### config.mk
export PLATFORM = sky130hd
export DESIGN_NAME = instruction_fetch_unit_flat
export DESIGN_NICKNAME = d
export VERILOG_FILES = /design/src/rtl/instruction_fetch_unit_if.sv /design/src/rtl/instruction_fetch_unit.sv /design/src/flat_wrapper.sv
export SDC_FILE = /design/constraint.sdc
export NUM_CORES = 1
export LEC_CHECK = 0
export ABC_AREA = 1
export CAP_MARGIN = 25
export CELL_PAD_IN_SITES_DETAIL_PLACEMENT = 1
export CELL_PAD_IN_SITES_GLOBAL_PLACEMENT = 1
export CORE_MARGIN = 4
export CORE_UTILIZATION = 34
export DETAILED_ROUTE_END_ITERATION = 12
export PLACE_DENSITY_LB_ADDON = 0.05
export SYNTH_ARGS = -nofsm -noshare
export SYNTH_HDL_FRONTEND = slang
export SYNTH_SLANG_ARGS = --single-unit
### constraint.sdc
create_clock -name clk -period 5.3 [get_ports clk]
set_clock_uncertainty 0.05 [all_clocks]
set_input_delay 0.53 -clock clk [delete_from_list [all_inputs] [get_ports clk]]
set_output_delay 0.53 -clock clk [all_outputs]
set_load 0.01 [all_outputs]
### src/rtl/instruction_fetch_unit_if.sv
// Instruction-memory read channel between the fetch unit (master) and imem (slave).
interface instruction_fetch_unit_if;
    localparam int unsigned XLEN = 32;

    logic            req;
    logic [XLEN-1:0] addr;
    logic            ack;
    logic [XLEN-1:0] rdata;

    modport master (output req, output addr, input ack, input rdata);
    modport slave  (input req, input addr, output ack, output rdata);
endinterface

### src/rtl/instruction_fetch_unit.sv
// Single-issue instruction fetch: PC sequencing, imem handshake, stall hold and branch flush.
// Optional IFETCH_ALIGN_CHECK_EN adds a sticky misalign_err flag for unaligned branch targets.
module instruction_fetch_unit #(
    parameter logic [31:0] RESET_PC = 32'h0000_0000
) (
    input  logic                     clk,
    input  logic                     reset,
    input  logic                     stall,
    input  logic                     branch_taken,
    input  logic [31:0]              branch_target,
    instruction_fetch_unit_if.master imem,
    output logic [31:0]              instruction_out,
    output logic [31:0]              pc_out,
    output logic                     fetch_valid
`ifdef IFETCH_ALIGN_CHECK_EN
    ,
    output logic                     misalign_err
`endif
);
    localparam int unsigned     XLEN       = 32;
    localparam logic [XLEN-1:0] PC_STEP    = XLEN'(4);
    localparam logic [XLEN-1:0] ALIGN_MASK = ~(XLEN'(3));

    typedef enum logic [1:0] {
        IDLE  = 2'd0,
        FETCH = 2'd1,
        HOLD  = 2'd2,
        FLUSH = 2'd3
    } state_t;

    state_t          state;
    logic [XLEN-1:0] pc;
    logic [XLEN-1:0] target_aligned;
    logic            hold_req;

    assign target_aligned = branch_target & ALIGN_MASK;

    // A presented instruction that downstream refuses must not be overwritten, so drop the request.
    assign hold_req  = fetch_valid && stall;
    assign imem.req  = (state == FETCH) && !hold_req;
    assign imem.addr = pc;

    // Fetch sequencing; a redirect overrides every state and any concurrent ack or stall.
    always_ff @(posedge clk or posedge reset) begin
        if (reset) begin
            state           <= IDLE;
            pc              <= RESET_PC;
            instruction_out <= '0;
            pc_out          <= '0;
            fetch_valid     <= 1'b0;
        end else if (branch_taken) begin
            pc          <= target_aligned;
            fetch_valid <= 1'b0;
            state       <= FLUSH;
        end else begin
            case (state)
                IDLE: state <= FETCH;
                FETCH: begin
                    if (hold_req) begin
                        state <= HOLD;
                    end else if (imem.ack) begin
                        instruction_out <= imem.rdata;
                        pc_out          <= pc;
                        fetch_valid     <= 1'b1;
                        pc              <= pc + PC_STEP;
                    end else begin
                        fetch_valid <= 1'b0;
                    end
                end
                HOLD: begin
                    if (!stall) begin
                        fetch_valid <= 1'b0;
                        state       <= FETCH;
                    end
                end
                FLUSH:   state <= FETCH;
                default: state <= IDLE;
            endcase
        end
    end

`ifdef IFETCH_ALIGN_CHECK_EN
    // Sticky record of any redirect to a non-word-aligned target.
    always_ff @(posedge clk or posedge reset) begin
        if (reset) begin
            misalign_err <= 1'b0;
        end else if (branch_taken && (branch_target[1:0] != 2'b00)) begin
            misalign_err <= 1'b1;
        end
    end
`endif

endmodule

### src/flat_wrapper.sv
// flat-port wrapper written by rule: the top's interface ports become plain ports
module instruction_fetch_unit_flat 
#(
    parameter logic [31:0] RESET_PC = 32'h0000_0000
)
  (clk, reset, stall, branch_taken, branch_target, instruction_out, pc_out, fetch_valid, imem_req, imem_addr, imem_ack, imem_rdata);
  instruction_fetch_unit_if imem_i ();
  input  logic clk;
  input  logic reset;
  input  logic stall;
  input  logic branch_taken;
  input  logic [31:0] branch_target;
  output logic [31:0] instruction_out;
  output logic [31:0] pc_out;
  output logic fetch_valid;
  output wire logic [$bits(imem_i.req)-1:0] imem_req;
  output wire logic [$bits(imem_i.addr)-1:0] imem_addr;
  input wire logic [$bits(imem_i.ack)-1:0] imem_ack;
  input wire logic [$bits(imem_i.rdata)-1:0] imem_rdata;
  assign imem_req = imem_i.req;
  assign imem_addr = imem_i.addr;
  assign imem_i.ack = imem_ack;
  assign imem_i.rdata = imem_rdata;
  instruction_fetch_unit #(.RESET_PC(RESET_PC)) u_core (.clk(clk), .reset(reset), .stall(stall), .branch_taken(branch_taken), .branch_target(branch_target), .imem(imem_i), .instruction_out(instruction_out), .pc_out(pc_out), .fetch_valid(fetch_valid));
endmodule
==> results.txt, run 1 <==
Clock Latency Late Sink = 350 ps
synthesized netlist cell count = 601
pin count of the biggest net entering global routing = 59
Die ar. = 15700 sq um
Detail Route Antenna Nets = 0
area fraction of the dominant cell type after synthesis = 0.508
status = finished clean
Pwr Total = 3.22 mW
vias per inst = 4.85
Critical Path End Type = flip-flop
RR Startpoint = u_core.state[1]
CP Data Arrival Time = 3110 ps
fin nets = 823
met2 GRT Util = 0.338
synth warn = 0
antenna violations before repair = 0
post-synthesis async set-or-reset flop share = 1.00
Post-CTS Setup Bufs = 0
WP data required = 5480 ps
via count of the first global-routing pass = 4827
initial drt markers = 192
dpl hpwl = 11.2 mm
worst setup path endpoint = u_core.imem.addr[20]
initial core utilization = 0.351
PD cells = 479 nW/um^2
Pleak = 3.05 nW
total wire length = 15.3 mm
Max clock buf depth = 2
clock period minus worst slack = 2930 ps
Slew Limit Fails = 0
CTS tree = built
Max Fclk = 0.341 GHz
Post-synth EDFFs = 0
Antenna diodes = 0
Final Setup Violations = 0
CP Max Fanout = 33
Synth-to-Final Area Change = 43.4%
RSZ-0062 raised after global routing = no
crit path kind = primary input to flip-flop
row cnt = 42
sequential-to-total area share from yosys stat = 0.508
Die Y = 125 microns
syn_area_per_cell = 7.79 sq um
number of max-cap violations = 0
met3 Use GR = 0.0367
R2R Path End = u_core.imem.addr[20]
HP Start = u_core.instruction_out[29]
Synth area leader = dfrtp_1
Startpoint Class = primary input
R2R Setup Slk = 2850 ps
Inserted Clock Buffers = 9
global-route wire length before repair = 25.3 mm
share of layout cells above drive strength 1 = 0.0581
WL per Instance = 16.4 microns
worst r2r path cells = 9
Die W = 125 microns
cts repair resizes = 0
cell area after synthesis = 4680 sq um
Max VDD drop = 0.000234 V
H-Tree Depth = 3
Tcrit/Tclk final = 0.553
clock-pin slew on the worst setup and hold paths = 70 ps
Util after Layout = 0.503
HP Class = flip-flop to flip-flop
Fillers = 1619
Fin. Hold Viols = 0
final RePlAce weighted congestion = 0.768
IO Pins = 167
Fin Setup TNS = 0 ps
GRT Overall Usage = 0.199
top cells by area, synth = dfrtp_1 51%, nand2_1 20%, nor2_1 5.0%
# hold bufs at CTS = 0
DRC Markers = 0
Critical path origin = branch_taken
register bit total from synthesis = 95
worst slew pin tran = 911 ps
slew margin rel. = 0.391
DR pass1 iterations = 4
Cell variety after synth = 35
grt peak-use layer = met2
GR met1 Demand/Resource = 0.259
number of clock sinks = 95
vias after detailed routing = 4523
Port Buf Inserts = 160
root buf cell = clkbuf_16
total grt overflow = 0
core outline area = 13300 sq um
ys flop type = dfrtp_1
## critical path: stages
cell             delay (ps)
clkdlybuf4s50_1         450
buf_4                   340
inv_1                   460
nand2_2                 640
buf_4                   440
nor2_1                   70
nand2_1                  70
nand3_1                  70
## per-stage QoR
step                      area [sq um]  instances  hold WS [ps]  worst slack, ps
after floorplan                   4690        604           465             2240
after global placement            6410        917           411             1570
after detailed placement          6430        918           414             1940
after CTS                         6720        933           432             2320
after global routing              6720        933           452             2160
final                             6720        933           432             2370
## registers in the layout, indices dropped and copies added, names as in the netlist
name,flops
u_core.state,2
u_core.instruction_out,32
u_core.fetch_valid,1
u_core.imem.addr,30
u_core.pc_out,30
## worst min-delay path by stage
stage | to | slack (ps) | cells past startpoint
after global routing | u_core.pc_out[3] | 450 | 2
after global placement | u_core.instruction_out[29] | 410 | 2
after CTS | u_core.pc_out[18] | 430 | 2
final | u_core.instruction_out[29] | 430 | 2
after floorplan | u_core.instruction_out[0] | 470 | 2
after detailed placement | u_core.pc_out[18] | 410 | 2
## cells in the final DEF (no fill, tap or decap), drive strengths merged, types with 2 or more instances in the layout
cell	instances
a21oi	4
a22oi	16
buf	5
clkbuf	11
clkdlybuf4s50	160
clkinv	2
conb	4
dfrtp	95
inv	35
nand2	258
nand3	30
nand4	3
nor2	77
nor3	2
o211ai	2
o21ai	32
o31ai	2
or2	2
xnor2	3
xor2	6
## synth_stat cells (all sizes together), types with 2 or more instances
library cell and instances:
inv 35, clkbuf 6, a22oi 16, nand3 30, nand2 258, buf 21, nand4 3, xnor2 3
nor3 2, o211ai 2, a21oi 4, or2 2, o21ai 32, o31ai 2, nor2 77, xor2 6
dfrtp 95
## layer usage
metal	routed length [microns]	share of wire	vias up
met5	0	0	-
li1	-	-	2178
met2	7460	0.49	116
met3	683	0.045	13
met1	6920	0.45	2216
met4	189	0.012	0
## cells by family (layout without fill, tap and decap cells)
| logic type | count (synthesis) | in the layout | share of synthesized area |
|---|---|---|---|
| AOI/OAI and AO/OA | 58 | 58 | 0.0735 |
| DFF | 95 | 95 | 0.508 |
| other | 1 | 4 | 0.000801 |
| adders and majority gates | 1 | 1 | 0.00267 |
| buffers and inverters | 62 | 215 | 0.0591 |
| xor gates and xnor gates | 9 | 9 | 0.0168 |
| and+or+nand+nor | 375 | 375 | 0.339 |
## cell type report
cell class | instances | area [sq um] | share of cell area
multi-input combinational | 447 | 2040 | 0.304
inverter | 35 | 134 | 0.0199
clock inverter | 4 | 47.5 | 0.00708
tap | 176 | 220 | 0.0328
timing repair buffer | 165 | 1660 | 0.247
sequential | 95 | 2380 | 0.354
clock buffer | 11 | 233 | 0.0347
## power breakdown
part / leakage, nW / internal (mW) / switching, mW
Clock: 0.135 / 0.362 / 0.280
Sequential: 1.17 / 1.00 / 0.223
Combinational: 1.74 / 0.703 / 0.644
Total: 3.05 / 2.07 / 1.15
Power figures use the tool's default switching activity.
==> run 2, diff against run 1 <==
Settings changed: CORE_UTILIZATION 34 to 29.
Clock period 5.3 ns to 2.4 ns, I/O delays scaled along.
==> run 2 against run 1 <==
Net effect:
- hold slack worse by 150 ps
- clock power is 120% higher
- critical path type is now flip-flop to primary output
- cell area is 2.4% higher
==> results.txt, run 2 (same netlist as run 1, synthesis figures left out) <==
R2R Setup Slk = 530 ps (-2320 ps)
Pleak = 3.09 nW (+1.5%)
Port Buf Inserts = 160 (unchanged)
Max Fclk = 0.528 GHz
number of max-cap violations = 0 (unchanged)
share of layout cells above drive strength 1 = 0.0718 (+0.0137)
H-Tree Depth = 3 (unchanged)
core outline area = 15800 sq um (+19%)
R2R Path End = u_core.imem.addr[24]
Clock Latency Late Sink = 350 ps (about the same)
design area = 6880 sq um (+2.4%)
PnR worst setup slack = 506 ps (-1860 ps)
Largest register FFs = 32 (unchanged)
DRC Markers = 0 (unchanged)
via count of the first global-routing pass = 4939 (+2.3%)
antenna violations before repair = 0 (unchanged)
worst r2r path cells = 8 (-1)
DR pass1 iterations = 4 (unchanged)
Slew Limit Fails = 0 (unchanged)
Gate power share = 0.422 (+0.003)
Fin. Hold Viols = 0 (unchanged)
Die W = 135 microns (+7.7%)
Detail Route Antenna Nets = 0 (unchanged)
vias per inst = 4.58 (-5.4%)
GRT Overall Usage = 0.179 (-0.0199)
worst path buffer plus inverter count = 3 (-1)
Startpoint Class = flip-flop
Critical-path top delay cell = clkdlybuf4s50_1
P_sw = 2.60 mW (+130%)
status = finished clean
slew margin rel. = 0.554 (+0.163)
Max clock buf depth = 2 (unchanged)
Placed Area = 6590 sq um (+2.5%)
Clock power frac = 0.196 (-0.004)
total wire length = 15.8 mm (+3.6%)
RR Startpoint = u_core.imem.addr[3]
Max VDD drop = 0.000363 V (+55%)
PD cells = 1030 nW/um^2 (+120%)
Fin Setup TNS = 0 ps (unchanged)
initial drt markers = 155 (-19%)
fin nets = 831 (+0.97%)
root buf cell = clkbuf_16
Inserted Clock Buffers = 9 (unchanged)
initial core utilization = 0.296 (-0.0550)
RSZ-0062 raised after global routing = no
CP Data Arrival Time = 1600 ps (-1510 ps)
IO Pins = 167 (unchanged)
pre-CTS WS = 344 ps (-1590 ps)
CP peak stage delay = 520 ps (-120 ps)
Switching Fraction = 0.365 (+0.00879)
largest reg by FF count = u_core.instruction_out
worst hold margin = 283 ps (-149 ps)
cts repair resizes = 0 (unchanged)
sequential share of power = 0.382 (about the same)
Critical Path End Type = primary output
WP data required = 2110 ps (-3370 ps)
global-route wire length before repair = 26.1 mm (+3.3%)
dpl hpwl = 12.1 mm (+7.4%)
Pint = 4.51 mW (+120%)
WL per Instance = 16.1 microns (-1.6%)
final RePlAce weighted congestion = 0.819 (+6.6%)
crit-path cells = inv_2, nor2_4, nand2_4, inv_1, clkdlybuf4s50_1
Die ar. = 18200 sq um (+16%)
clock-pin slew on the worst setup and hold paths = 70 ps (about the same)
row cnt = 46 (+9.5%)
CTS tree = built
vias after detailed routing = 4502 (-0.46%)
commonest non-fill, non-tap cells in the layout = 251 x nand2_1, 160 x clkdlybuf4s50_1, 95 x dfrtp_1
Die Y = 135 microns (+7.7%)
Synth-to-Final Area Change = 46.9%
Antenna diodes = 0 (unchanged)
crit path kind = flip-flop to primary output
HP Class = primary input to asynchronous set/reset pin
CP Max Fanout = 5 (-85%)
total grt overflow = 0 (unchanged)
Tcrit/Tclk final = 0.789
Final Setup Violations = 0 (unchanged)
commonest non-fill, non-tap cell in the layout = nand2_1
number of clock sinks = 95 (unchanged)
# hold bufs at CTS = 0 (unchanged)
clock period minus worst slack = 1890 ps
Post-CTS Setup Bufs = 0 (unchanged)
CP delay by family, top = buffers and inverters
pin count of the biggest net entering global routing = 28 (-53%)
worst slew pin tran = 662 ps (-250 ps)
## run 2: cell types whose count changed in the layout (fill, tap and decap cells not counted), sizes merged
cell | before | now
clkbuf | 11 | 9
bufinv | 1 | 0
clkinvlp | 1 | 5
buf | 5 | 13
## run 2: metal layers
layer | global-route usage | wire length (microns) | vias to the layer above
met3 | 0.0358 | 740 | 11
li1 | - | - | 2206
met2 | 0.303 | 7660 | 102
met1 | 0.234 | 7200 | 2183
met4 | 0.0498 | 193 | 0
met5 | 0 | 0 | -
## run 2: worst max path at each step
stage               slack [ps]  depth (start not counted)                    to                 from
finish                     510                          5              imem_req      u_core.state[0]
global route               370                          7  u_core.imem.addr[20]  u_core.imem.addr[3]
CTS                        470                          5              imem_req      u_core.state[0]
detailed placement         340                          7      u_core.pc_out[2]         branch_taken
global placement           400                          7      u_core.pc_out[2]         branch_taken
floorplan                  850                          8  u_core.imem.addr[24]  u_core.imem.addr[3]
## run 2: power groups by stage
| stage | Sequential [mW] | Combinational, mW | Clock [mW] |
|---|---|---|---|
| after detailed placement | 2.75 | 3.06 | 0 |
| after global routing | 2.82 | 3.32 | 1.53 |
| final | 2.72 | 3.00 | 1.39 |
| after global placement | 2.72 | 2.98 | 0 |
| after CTS | 2.73 | 3.08 | 1.46 |
| after floorplan | 2.94 | 1.05 | 0 |
## run 2: stage by stage
stage | utilization | power (mW) | cells
2_1_floorplan | - | 3.98 | 604
3_3_place_gp | 0.417 | 5.70 | 966
3_5_place_dp | 0.417 | 5.81 | 966
4_1_cts | 0.435 | 7.26 | 982
5_1_grt | 0.435 | 7.66 | 982
6_report | 0.435 | 7.11 | 982
## run 2: cell type report
| class | count | area, sq um |
|---|---|---|
| clock buffers | 9 | 225 |
| clock inverters | 7 | 58.8 |
| flip-flops and latches | 95 | 2380 |
| inverters | 35 | 135 |
| well taps | 216 | 270 |
| multi-input cells | 447 | 2050 |
| fillers | 1855 | 8950 |
| repair buffers | 173 | 1760 |
==> run 3, diff against run 2 <==
Settings changed: CORE_UTILIZATION 29 to 32.
Clock period 2.4 ns to 1.9 ns, I/O delays scaled along.
==> run 3 against run 2 <==
Net effect:
- register-to-register slack got worse by 390 ps
- via count rose by 0.38%
- global-route usage rose by 0.91 points
- sequential power up 25%
- power grew 32%
- routed wire length is 3.2% lower
- clock power is 47% higher
- die area shrank 8.8%
- critical endpoint is now u_core.imem.addr[20]
- largest cell class unchanged
==> results.txt, run 3 (same netlist as run 1, synthesis figures left out) <==
status = finished clean
Pleak = 3.21 nW (+3.8%)
total wire length = 15.3 mm (-3.2%)
Antenna diodes = 0 (unchanged)
Slew Limit Fails = 0 (unchanged)
commonest non-fill, non-tap cells in the layout = 251 x nand2_1, 159 x clkdlybuf4s50_1, 95 x dfrtp_1
row cnt = 43 (-6.5%)
RR Startpoint = u_core.imem.addr[2]
final RePlAce weighted congestion = 0.821 (+0.24%)
RSZ-0062 raised after global routing = no
IO Pins = 167 (unchanged)
Fillers = 1720 (-7.3%)
R2R Setup Slk = 140 ps (-390 ps)
Critical Path End Type = flip-flop
dpl hpwl = 11.6 mm (-4.1%)
number of clock sinks = 95 (unchanged)
Synth-to-Final Area Change = 49.6%
root buf cell = clkbuf_16
GRT Overall Usage = 0.188 (+0.00914)
Clock Latency Late Sink = 350 ps (about the same)
largest reg by FF count = u_core.instruction_out
Die Y = 129 microns (-4.5%)
pre-CTS WS = 68.6 ps (-275 ps)
CP Max Fanout = 5 (unchanged)
Pwr Total = 9.37 mW (+32%)
HP Class = primary input to asynchronous set/reset pin
Fin Setup TNS = 0 ps (unchanged)
Detail Route Antenna Nets = 0 (unchanged)
PnR worst setup slack = 144 ps (-362 ps)
vias after detailed routing = 4519 (+0.38%)
CTS tree = built
Final Setup Violations = 0 (unchanged)
Max VDD drop = 0.000517 V (+42%)
DRC Markers = 0 (unchanged)
multi-input logic area = 2050 sq um (unchanged)
PD cells = 1340 nW/um^2 (+29%)
CP Data Arrival Time = 1930 ps (+330 ps)
WP data required = 2070 ps (-40 ps)
CP peak stage delay = 370 ps (-150 ps)
register area = 2380 sq um (unchanged)
Startpoint Class = flip-flop
WL per Instance = 15.9 microns (-0.92%)
Die ar. = 16600 sq um (-8.8%)
Die W = 129 microns (-4.5%)
commonest non-fill, non-tap cell in the layout = nand2_1
number of max-cap violations = 0 (unchanged)
crit path kind = flip-flop to flip-flop
Port Buf Inserts = 160 (unchanged)
Max clock buf depth = 2 (unchanged)
via count of the first global-routing pass = 4919 (-0.40%)
antenna violations before repair = 0 (unchanged)
global-route wire length before repair = 25.0 mm (-4.2%)
pin count of the biggest net entering global routing = 57 (+100%)
Fin. Hold Viols = 0 (unchanged)
clock-pin slew on the worst setup and hold paths = 70 ps (about the same)
crit-path cells = ha_1, inv_1, nor2_2, nand2_4, nor3_1, or2_1, nand3_1
core outline area = 14100 sq um (-11%)
vias per inst = 4.71 (+2.8%)
initial core utilization = 0.332 (+0.0363)
R2R Path End = u_core.imem.addr[20]
total grt overflow = 0 (unchanged)
Max Fclk = 0.569 GHz
worst r2r path cells = 7 (-1)
H-Tree Depth = 3 (unchanged)
Largest register FFs = 32 (unchanged)
initial drt markers = 222 (+43%)
DR pass1 iterations = 4 (unchanged)
Critical-path top delay cell = dfrtp_1
Inserted Clock Buffers = 9 (unchanged)
share of layout cells above drive strength 1 = 0.0873 (+0.0155)
clock period minus worst slack = 1760 ps
fin nets = 844 (+1.6%)
Tcrit/Tclk final = 0.924
## run 3: cell type report
class	instances	area share
Inverter	35	0.0193
Tap cell	180	0.0322
Clock buffer	12	0.0380
Multi-Input combinational cell	447	0.293
Timing Repair Buffer	186	0.268
Clock inverter	4	0.0109
Sequential cell	95	0.339
## run 3: report_power, final
| part | switching, mW | internal [mW] |
|---|---|---|
| combinational | 1.85 | 2.08 |
| clock | 0.789 | 1.26 |
| sequential | 0.586 | 2.80 |
| total | 3.22 | 6.15 |
## run 3: worst max-delay path by stage
stage                   startpoint                    endpoint  slack, ps  cells after the start
3_5_place_dp          branch_taken            u_core.pc_out[2]         70                      7
4_1_cts            u_core.state[0]                    imem_req         30                      5
3_3_place_gp          branch_taken  u_core.instruction_out[27]        130                      8
5_1_grt        u_core.imem.addr[2]        u_core.imem.addr[20]         20                      7
6_report       u_core.imem.addr[2]        u_core.imem.addr[20]        140                      7
2_1_floorplan  u_core.imem.addr[3]        u_core.imem.addr[24]        350                      8
## run 3: per-layer routing
layer,wire (microns),up-vias,global-route usage
met5,0,-,0
met4,177,0,0.0544
met3,738,12,0.0336
met2,7260,115,0.311
met1,7110,2168,0.253
li1,-,2224,-
## run 3: critical path, delay by kind of cell, from the launching register on
| family | cells | cell delay, ps |
|---|---|---|
| adders and majority gates | 1 | 240 |
| DFF | 1 | 370 |
| buffers and inverters | 1 | 80 |
| and+or+nand+nor | 5 | 880 |
## run 3: per-stage QoR
| stage | instance area (sq um) | cells | util | hold slack [ps] |
|---|---|---|---|---|
| global placement | 6650 | 942 | 0.472 | 410 |
| global route | 7000 | 959 | 0.497 | 123 |
| CTS | 6990 | 958 | 0.496 | 112 |
| finish | 7000 | 959 | 0.497 | 108 |
| detailed placement | 6650 | 942 | 0.472 | 417 |
| floorplan | 4700 | 604 | - | 250 |
## run 3: what timing repair did
| item | in CTS | in global routing |
|---|---|---|
| hold buffers | 0 | 0 |
| gates resized for setup | 0 | 1 |
| setup endpoints to repair | 0 | 1 |
| buffers inserted | 0 | 1 |
